**src/rtl/serial_adder.sv**
```systemverilog
// serial_adder: bit-serial WIDTH-bit adder built from one full-adder cell
// and a carry flip-flop. One bit is processed per clock, LSB first.
//
// Ports:
//   clk    - clock, all state changes on the rising edge
//   rst    - synchronous reset, active high, overrides everything
//   start  - request a new operation (accepted only in IDLE or DONE)
//   a, b   - operands, captured on an accepted start
//   cin    - carry-in (borrow-in when subtracting), captured on start
//   sub    - (only with SERIAL_ADDER_SUB_EN) 1 = compute a - b - cin
//   busy   - high while the operation is in progress
//   done   - one-cycle pulse, sum/cout valid
//   sum    - result, stable from done until the next accepted start
//   cout   - final carry-out (borrow-out when subtracting)
//
// Optional feature macro: SERIAL_ADDER_SUB_EN adds the sub port.

module serial_adder_fa (
    input  logic x,
    input  logic y,
    input  logic ci,
    output logic s,
    output logic co
);
    assign s  = x ^ y ^ ci;
    assign co = (x & y) | (x & ci) | (y & ci);
endmodule

module serial_adder #(
    parameter int WIDTH = 8
) (
    input  logic             clk,
    input  logic             rst,
    input  logic             start,
    input  logic [WIDTH-1:0] a,
    input  logic [WIDTH-1:0] b,
    input  logic             cin,
`ifdef SERIAL_ADDER_SUB_EN
    input  logic             sub,
`endif
    output logic             busy,
    output logic             done,
    output logic [WIDTH-1:0] sum,
    output logic             cout
);
    localparam int CW = (WIDTH > 1) ? $clog2(WIDTH) : 1;

    typedef enum logic [1:0] {IDLE, RUN, DONE} state_t;

    state_t         state, state_nxt;
    logic [WIDTH-1:0] a_sr, b_sr;
    logic           carry;
    logic [CW-1:0]  cnt;
    logic           fa_s, fa_co;
    logic           accept;
    logic           last;
    logic           sub_q;

    // Subtraction is a + ~b + ~borrow_in; sub_q remembers to invert the
    // final carry so cout reads as borrow-out.
`ifdef SERIAL_ADDER_SUB_EN
    always_ff @(posedge clk) begin
        if (rst)
            sub_q <= 1'b0;
        else if (accept)
            sub_q <= sub;
    end
    logic sub_in;
    assign sub_in = sub;
`else
    logic sub_in;
    assign sub_q  = 1'b0;
    assign sub_in = 1'b0;
`endif

    serial_adder_fa u_fa (
        .x  (a_sr[0]),
        .y  (b_sr[0]),
        .ci (carry),
        .s  (fa_s),
        .co (fa_co)
    );

    assign accept = start && (state == IDLE || state == DONE);
    assign last   = (cnt == CW'(WIDTH - 1));

    always_ff @(posedge clk) begin
        if (rst)
            state <= IDLE;
        else
            state <= state_nxt;
    end

    always_comb begin
        state_nxt = state;
        case (state)
            IDLE:    if (start) state_nxt = RUN;
            RUN:     if (last)  state_nxt = DONE;
            DONE:    state_nxt = start ? RUN : IDLE;
            default: state_nxt = IDLE;
        endcase
    end

    assign busy = (state == RUN);
    assign done = (state == DONE);

    always_ff @(posedge clk) begin
        if (rst) begin
            a_sr  <= '0;
            b_sr  <= '0;
            carry <= 1'b0;
            cnt   <= '0;
            sum   <= '0;
            cout  <= 1'b0;
        end else if (accept) begin
            a_sr  <= a;
            b_sr  <= b ^ {WIDTH{sub_in}};
            carry <= cin ^ sub_in;
            cnt   <= '0;
            sum   <= '0;
            cout  <= 1'b0;
        end else if (state == RUN) begin
            // New bit enters at the MSB so after WIDTH shifts bit 0 sits at LSB.
            sum   <= {fa_s, sum[WIDTH-1:1]};
            a_sr  <= a_sr >> 1;
            b_sr  <= b_sr >> 1;
            carry <= fa_co;
            if (last)
                cout <= fa_co ^ sub_q;
            else
                cnt <= cnt + CW'(1);
        end
    end
endmodule

```
**config.mk**
```make
export PLATFORM = sky130hd
export DESIGN_NAME = serial_adder
export DESIGN_NICKNAME = d
export VERILOG_FILES = /design/src/rtl/serial_adder.sv
export SDC_FILE = /design/constraint.sdc
export NUM_CORES = 1
export LEC_CHECK = 0
export BUFFER_PORTS_ARGS = -buffer_cell sky130_fd_sc_hd__buf_4
export CORE_UTILIZATION = 40
export DETAILED_ROUTE_END_ITERATION = 10
export GPL_TIMING_DRIVEN = 1
export PLACE_DENSITY = 0.72
export SLEW_MARGIN = 25
export SYNTH_ARGS = -nofsm -noshare
export SYNTH_HDL_FRONTEND = slang
export SYNTH_SLANG_ARGS = --single-unit
```
**constraint.sdc**
```tcl
create_clock -name clk -period 1.2 [get_ports clk]
set_input_delay 0.24 -clock clk [delete_from_list [all_inputs] [get_ports clk]]
set_output_delay 0.24 -clock clk [all_outputs]
set_load 0.03 [all_outputs]
```
==> results of run 1 <==
==> area by class of cell <==
class,count,area [um^2],area share
clock buffers,8,68.82,0.03669
inverters,1,11.26,0.006004
multi-input cells,104,654.4,0.3489
flip-flops and latches,31,630.6,0.3362
well taps,44,55.05,0.02935
repair buffers,49,449.2,0.2395
repair inverters,1,6.256,0.003336
==> worst max-delay path by stage <==
stage	startpoint	to	slack, ps	cells after the start
floorplan	cnt[0]	cnt[0]	7	5
CTS	state[0]	done	-120	3
finish	state[0]	done	-90	3
global route	state[0]	done	-140	3
detailed placement	cnt[0]	cnt[0]	-60	5
global placement	cnt[0]	cnt[0]	9	5
==> flip-flops by register name, summed over array words and instances, names as in the netlist <==
signal,cells
a_sr,8
b_sr,8
carry,1
cnt,3
cout,1
state,2
sum,8
==> cells by family after synthesis <==
| logic type | Yosys count | share of synthesized area |
|---|---|---|
| and+or+nand+nor | 68 | 0.2381 |
| AOI/OAI and AO/OA | 31 | 0.1565 |
| DFF | 31 | 0.4820 |
| buffers and inverters | 12 | 0.07385 |
| adders and majority gates | 3 | 0.03498 |
| xor gates and xnor gates | 1 | 0.006804 |
| muxes | 1 | 0.007775 |
==> worst reg2reg max path: stages, from the launching register on <==
cell     delay, ps
dfxtp_4        370
ha_4           170
ha_4           170
nor3b_4        240
xnor2_1        150
nor2_1          50
==> layer usage <==
layer	routed length, um	vias up	track usage
li1	-	601	-
met1	1347	562	0.2157
met2	1620	34	0.3425
met3	135	6	0.07033
met4	72	0	0.09524
met5	0	-	0
==> metrics by stage <==
stage,std cells,setup WS (ps)
after global routing,238,-143.6
after floorplan,147,6.586
after global placement,223,8.902
final,238,-89.90
after CTS,235,-123.6
after detailed placement,223,-57.69
==> power groups by stage <==
stage	logic, mW	registers (mW)	clock network [mW]
2_1_floorplan	0.226	1.14	0
3_3_place_gp	0.335	1.14	0
3_5_place_dp	0.345	1.15	0
4_1_cts	0.374	1.13	0.710
5_1_grt	0.466	1.14	0.758
6_report	0.429	1.13	0.698
==> repair_timing <==
action                                  CTS  global route
gates cloned                              1             1
pin swaps                                 2             7
buffers inserted                          3             2
resized for setup                        14            18
endpoints found under the setup margin    9            22
==> cell usage in the layout (no fill, tap or decap), drive strengths merged, types with 3 or more instances in the layout <==
master and n:
nor2 10, dfxtp 31, buf 48, nand3 4
o22ai 7, clkbuf 9, nand2 32, a311oi 6
a21oi 14, nor3 15, nand2b 3
==> qor.txt, run 1 <==
setup TNS = -210.6 ps
Post-route DRC = 0
Worst R2R Path Depth = 5
CTS root buffer = clkbuf_4
worst path cell trace = buf_6 -> nor2b_4 -> buf_6
Worst path slowest cell = dfxtp_4
Hold Path Stages = 2
top cell types by occurrence after synthesis = nand2_1 (32), dfxtp_1 (31), nor3_1 (15), a21oi_1 (14), nor2_1 (10)
Most used DFF post-synth = dfxtp_1
final wirelength = 3176 um
number of port buffers = 30
antenna cells = 0
TritonCTS clock tree = yes
Buf/Inv on CP = 2
Ys Warns = 0
Placer Congestion = 0.7566
layout cell share with drive strength beyond 1 = 0.3969
Max Buffers Root-to-Sink = 2
most common cell in the netlist = nand2_1
Synth cell types = 24
switching portion of total power = 0.2662
min-delay worst type = primary input to flop
first-pass GRT wire length = 4974 um
Post-Syn Area per Cell = 8.758 um^2
min-delay src = rst
I/O pin total = 31
RSZ-0062 raised after global routing = true
Yosys top cell area share = 0.4820
CP dominant cell by count = buf_6
Worst VDD drop = 0.9550 mV
status = finished, violations left
register-to-register setup slack = -50 ps
Final ANT Viol Nets = 0
R2R Path Start = cnt[1]
Post-DP Area = 0.001625 mm^2
Worst-Margin Slew = 378.0 ps
FILL cells = 276
vias in the first global route = 1138
cell taking the most area after synthesis = dfxtp_1
Inserted Clock Buffers = 5
Async SR Flop Fraction = 0
fmax = 775.3 MHz
Initial Utilization = 0.4217
site row count = 20
worst rel slew slack = 0.7475
endpoints failing setup = 5
critical path class = flop to output pin
Mapped Cells = 147
clock sinks = 31
Detailed Routing Iterations Pass 1 = 4
die height = 58.74 um
GRT Util Overall = 0.1985
Tcrit/Tclk final = 1.075
Die X = 58.74 um
antenna violations before repair = 0
Worst Setup End Kind = output pin
core box area = 0.003053 mm^2
Pint = 1.654 mW
hold endpoint = state[1]
sequential share of the synthesized area = 0.4820
switching power = 0.6001 mW
final worst slack = -89.90 ps
power density over cell area = 1202 mW/mm^2
Comb pwr share = 0.190
critical path required time = 960 ps
Final nets = 216
violated checks = negative setup slack
FF-to-FF End = cnt[0]
routed vias = 1203
Crit Path Max Fanout = 4
WL/cell = 13.34 um
clk_lat worst skew = 330 ps
max-cap violations = 0
Clock Pin Slew Worst Setup and Hold Paths = 100 ps
Hold Slack = 131.2 ps
initial DRC count = 29
Arr. time, crit path = 1050 ps
Largest stage delay, worst path = 370 ps
Vias/cell = 5.055
EDFF count, synth = 0
min cycle time layout = 1290 ps
final hold vios = 0
largest cells by area after synthesis = dfxtp_1 (48%), nand2_1 (9.3%), nor3_1 (5.8%)
Max Slew Vio Count = 0
pin count of the biggest net entering global routing = 18
Power Total = 2.254 mW
Yosys reg bits = 31
Clk network pwr share = 0.310
Final Skew = 8.525 ps
Design Area, Final = 0.001876 mm^2
DIE AREA = 0.003450 mm^2
Syn Std Cell Area = 0.001287 mm^2
critical path's top delay family = flip-flops
Layout Area Growth over Synthesis = 45.68%
Pleak = 0.7358 nW
CP Launch Type = flop
CTS H-tree depth = 2
Sequential Power Share = 0.500
Synth Net Count = 170
Post-CTS Hold Buffers = 0
hpwl dp = 2071 um
GRT overflow = 0
post-layout utilization of the core = 0.6143
Note: power is estimated with default switching activity, not from simulation.
==> inputs of run 2 (changes only) <==
==> config.mk (replaced) <==
export PLATFORM = sky130hd
export DESIGN_NAME = serial_adder
export DESIGN_NICKNAME = d
export VERILOG_FILES = /design/src/rtl/serial_adder.sv
export SDC_FILE = /design/constraint.sdc
export NUM_CORES = 1
export LEC_CHECK = 0
export BUFFER_PORTS_ARGS = -buffer_cell sky130_fd_sc_hd__buf_2
export CORE_UTILIZATION = 45
export DETAILED_ROUTE_END_ITERATION = 10
export GPL_TIMING_DRIVEN = 1
export PLACE_DENSITY = 0.79
export SLEW_MARGIN = 25
export SYNTH_ARGS = -nofsm -noshare
export SYNTH_HDL_FRONTEND = slang
export SYNTH_SLANG_ARGS = --single-unit
==> run 2 against run 1 <==
- the run still ends with negative setup slack left
- clock power rose by 1%
- first-iteration DRC count did not move
- sequential cell count did not move
- wire length fell by 5.2%
==> qor.txt, run 2 (synthesis gave the netlist of run 1 again) <==
Pleak = 0.7124 nW
initial DRC count = 29
TritonCTS clock tree = yes
M1 WL = 1307 um
hpwl dp = 2021 um
CTS root buffer = clkbuf_4
Detailed Routing Iterations Pass 1 = 4
final hold vios = 0
Max Slew Vio Count = 0
worst path cell trace = buf_6 -> nor2b_4 -> buf_6
WL/cell = 13.32 um
Crit Path Max Fanout = 3
Layout Area Growth over Synthesis = 38.39%
Max Buffers Root-to-Sink = 2
WL met3 = 134 um
first-pass GRT wire length = 5106 um
pin count of the biggest net entering global routing = 18
Final nets = 217
CTS H-tree depth = 2
commonest non-fill, non-tap cell in the layout = nand2_1
Worst path slowest cell = dfxtp_4
Final Skew = 7.039 ps
Tcrit/Tclk final = 1.074
CP Launch Type = flop
clk_lat worst skew = 330 ps
Placer Congestion = 0.7454
Largest stage delay, worst path = 380 ps
Inserted Clock Buffers = 5
post-layout utilization of the core = 0.6517
commonest non-fill, non-tap cells in the layout = nand2_1 (32), dfxtp_1 (26), buf_2 (25), nor3_1 (15), buf_4 (13)
endpoints failing setup = 5
number of port buffers = 30
CP dominant cell by count = buf_6
Initial Utilization = 0.4709
I/O pin total = 31
Worst R2R Path Depth = 5
Buf/Inv on CP = 2
setup TNS = -258.8 ps
register-to-register setup slack = -50 ps
status = finished, violations left
Die X = 55.49 um
Post-route DRC = 0
final worst slack = -88.51 ps
fmax = 776.1 MHz
FF-to-FF End = cnt[1]
Critical Path Source = state[0]
die height = 55.49 um
WL met2 = 1522 um
area of the multi-input gates = 664.4 um^2
max layer used = met4
routed vias = 1218
Clock Pin Slew Worst Setup and Hold Paths = 100 ps
WP depth = 3
top flop regs = a_sr: 8 flops, b_sr: 8 flops, sum: 8 flops
min-delay worst type = primary input to flop
RSZ-0062 raised after global routing = true
vias in the first global route = 1134
GRT Util Overall = 0.2123
min cycle time layout = 1289 ps
worst rel slew slack = 0.8367
critical path's top delay family = flip-flops
layout cell share with drive strength beyond 1 = 0.4205
R2R Path Start = state[1]
critical path class = flop to output pin
Vias/cell = 5.389
Arr. time, crit path = 1050 ps
core box area = 0.002734 mm^2
Worst VDD drop = 1.039 mV
site row count = 19
Final ANT Viol Nets = 0
clock sinks = 31
GRT overflow = 0
Worst-Margin Slew = 242.4 ps
register area = 629.4 um^2
critical path required time = 960 ps
worst setup path end = done
power density over cell area = 1253 mW/mm^2
antenna violations before repair = 0
final wirelength = 3011 um
max-cap violations = 0
Worst Setup End Kind = output pin
FILL cells = 222
DIE AREA = 0.003079 mm^2
antenna cells = 0
violated checks = negative setup slack
-- run 2: cell types whose count changed in the layout (fill, tap and decap cells not counted), sizes merged --
| cell | before | now |
|---|---|---|
| clkinvlp | 0 | 1 |
| buf | 48 | 47 |
| clkbuf | 9 | 10 |
-- run 2: layout make-up --
cell class | instances | area share
sequential | 31 | 0.3532
timing repair inverter | 1 | 0.002107
timing repair buffer | 50 | 0.2044
clock inverter | 1 | 0.004213
inverter | 1 | 0.004916
multi-input combinational | 104 | 0.3729
clock buffer | 7 | 0.03652
tap | 31 | 0.02177
-- run 2: worst min-delay path by stage --
stage	startpoint	to	slack [ps]	depth (start not counted)
floorplan	a[7]	a_sr[7]	380	2
global placement	sum[0]	sum[0]	440	2
detailed placement	cout	cout	450	2
CTS	a[7]	a_sr[7]	130	3
global route	a[7]	a_sr[7]	130	3
finish	a[7]	a_sr[7]	140	3
-- run 2: worst min-delay path: cells and delay by family --
family,cells,cell delay (ps)
simple gates,1,40
buf+inv,1,100
compound gates,1,50
-- run 2: through the flow --
step / total power, mW / instance area (um^2) / worst slack, ps / hold slack (ps) / cells
after global routing: 2.351 / 1782 / -133.3 / 130.5 / 226
after floorplan: 1.370 / 1309 / 6.586 / 376.0 / 147
after detailed placement: 1.475 / 1534 / -61.02 / 446.4 / 210
after global placement: 1.457 / 1534 / 9.270 / 435.7 / 210
final: 2.233 / 1782 / -88.51 / 138.8 / 226
after CTS: 2.214 / 1704 / -92.75 / 128.1 / 223
-- run 2: power breakdown --
group | total (mW) | leakage [nW] | switching, mW | internal, mW
Combinational | 0.396 | 0.419 | 0.200 | 0.196
Sequential | 1.13 | 0.256 | 0.0420 | 1.09
Clock | 0.706 | 0.0375 | 0.364 | 0.342
Total | 2.23 | 0.712 | 0.605 | 1.63
-- run 2: routing by layer --
layer  track usage  vias up
met2        0.3597       47
met4       0.08571        0
met3       0.04215        5
met5             0        -
met1        0.2634      562
li1              -      604
-- run 2: repair_timing --
action                     in CTS  in global routing
setup buffers                   4                  3
pin swaps                       4                 10
gates cloned                    1                  0
hold buffers                    0                  0
setup endpoints to repair      11                 21
gates resized for setup        18                 14
==> inputs of run 3 (changes only) <==
--- a/config.mk
+++ b/config.mk
@@ -8,8 +8,9 @@
 export BUFFER_PORTS_ARGS = -buffer_cell sky130_fd_sc_hd__buf_2
 export CORE_UTILIZATION = 45
 export DETAILED_ROUTE_END_ITERATION = 10
+export GPL_ROUTABILITY_DRIVEN = 0
 export GPL_TIMING_DRIVEN = 1
-export PLACE_DENSITY = 0.79
+export PLACE_DENSITY_LB_ADDON = 0.15
 export SLEW_MARGIN = 25
 export SYNTH_ARGS = -nofsm -noshare
 export SYNTH_HDL_FRONTEND = slang
==> constraint.sdc (replaced) <==
create_clock -name clk -period 1.2 [get_ports clk]
set_input_delay 0 -clock clk [delete_from_list [all_inputs] [get_ports clk]]
set_output_delay 0 -clock clk [all_outputs]
set_load 0.03 [all_outputs]
==> run 3 against run 2 <==
- the run still ends with negative setup slack left
- cell area increased by 3.1%
- sequential cell count unchanged
- core utilization increased by 2.0 points
- clock power decreased by 11%
- global-route usage increased by 0.18 points
- count of clock-buffer cells in the layout decreased by 1
- critical path depth increased by 2
- fmax increased by 6.5%
- largest power group unchanged
==> qor.txt, run 3 (synthesis gave the netlist of run 1 again) <==
Tcrit/Tclk final = 1.008
endpoints failing setup = 2
final worst slack = -9.441 ps
RSZ-0062 raised after global routing = true
Hold Slack = 83.21 ps
Crit Path Max Fanout = 4
antenna violations before repair = 0
I/O pin total = 31
CTS root buffer = clkbuf_4
final hold vios = 0
Worst-Margin Slew = 225.1 ps
first-pass GRT wire length = 5133 um
Final nets = 228
hpwl dp = 2000 um
die height = 55.49 um
post-layout utilization of the core = 0.6719
routed vias = 1214
Die X = 55.49 um
power density over cell area = 1179 mW/mm^2
Worst Setup End Kind = flop
Initial Utilization = 0.4709
max-cap violations = 0
setup TNS = -12.34 ps
pin count of the biggest net entering global routing = 20
min-delay worst type = primary input to flop
Final ANT Viol Nets = 0
commonest non-fill, non-tap cell in the layout = nand2_1
Max Slew Vio Count = 0
commonest non-fill, non-tap cells in the layout = nand2_1 (32), buf_2 (29), dfxtp_1 (28), dlygate4sd3_1 (17), nor3_1 (15)
Arr. time, crit path = 1440 ps
Clock Pin Slew Worst Setup and Hold Paths = 90 ps
Design Area, Final = 0.001837 mm^2
Post-DP Area = 0.001541 mm^2
CTS H-tree depth = 2
DIE AREA = 0.003079 mm^2
clock sinks = 31
GRT Util Overall = 0.2141
worst rel slew slack = 0.8489
GRT overflow = 0
fmax = 826.8 MHz
TritonCTS clock tree = yes
status = finished, violations left
core box area = 0.002734 mm^2
Inserted Clock Buffers = 5
site row count = 19
Detailed Routing Iterations Pass 1 = 4
Worst VDD drop = 0.8808 mV
Final Skew = 4.558 ps
WL/cell = 13.08 um
Layout Area Growth over Synthesis = 42.66%
initial DRC count = 35
Pleak = 0.7428 nW
vias in the first global route = 1158
final wirelength = 3086 um
top flop regs = a_sr: 8 flops, b_sr: 8 flops, sum: 8 flops
register area = 624.3 um^2
clk_lat worst skew = 330 ps
CP Launch Type = flop
critical path class = flop to flop
area of the multi-input gates = 629.4 um^2
number of port buffers = 30
violated checks = negative setup slack
min cycle time layout = 1209 ps
layout cell share with drive strength beyond 1 = 0.3268
Vias/cell = 5.144
FILL cells = 240
antenna cells = 0
Post-route DRC = 0
critical path required time = 1430 ps
Max Buffers Root-to-Sink = 2
[run 3: routing by layer]
layer | global-route usage | routed length (um)
met5 | 0 | 0
met2 | 0.3683 | 1525
met1 | 0.2389 | 1387
met3 | 0.07728 | 124
met4 | 0.08571 | 49
[run 3: cell type report]
class                   count  area share
flip-flops and latches     31      0.3399
multi-input cells         104      0.3426
inverters                   1    0.004768
clock inverters             1    0.002725
repair buffers             62      0.2609
clock buffers               6     0.02793
well taps                  31     0.02112
[run 3: worst paths after layout]
kind	from	endpoint	slack, ps	cells past startpoint
setup / recovery	cnt[0]	cnt[0]	-9	5
hold / removal	rst	a_sr[0]	80	3
setup reg to reg	cnt[0]	cnt[0]	-9	5
hold reg to reg	sum[0]	sum[0]	460	2
[run 3: timing repair]
item / CTS / global route
setup buffers: 1 / 0
endpoints found under the setup margin: 11 / 9
resized for setup: 8 / 8
hold buffers: 17 / 0
pin swaps: 2 / 1
endpoints found under the hold margin: 17 / 0
[run 3: worst max-delay path, stage by stage, from the launching register on]
cell,delay [ps]
dfxtp_2,350
ha_4,160
ha_4,160
nor3b_4,240
xnor2_1,150
nor2_1,50
[run 3: power by group]
| group | switching, mW | internal [mW] | leakage (nW) |
|---|---|---|---|
| Clock | 0.359 | 0.271 | 0.0341 |
| Sequential | 0.0385 | 1.09 | 0.255 |
| Combinational | 0.197 | 0.212 | 0.454 |
[run 3: per-stage QoR]
stage | setup slack (ps) | cells | power (mW)
2_1_floorplan | 6.586 | 147 | 1.370
3_3_place_gp | 10.98 | 211 | 1.466
3_5_place_dp | -43.66 | 211 | 1.480
4_1_cts | -15.04 | 236 | 2.156
5_1_grt | -72.30 | 236 | 2.269
6_report | -9.441 | 236 | 2.166
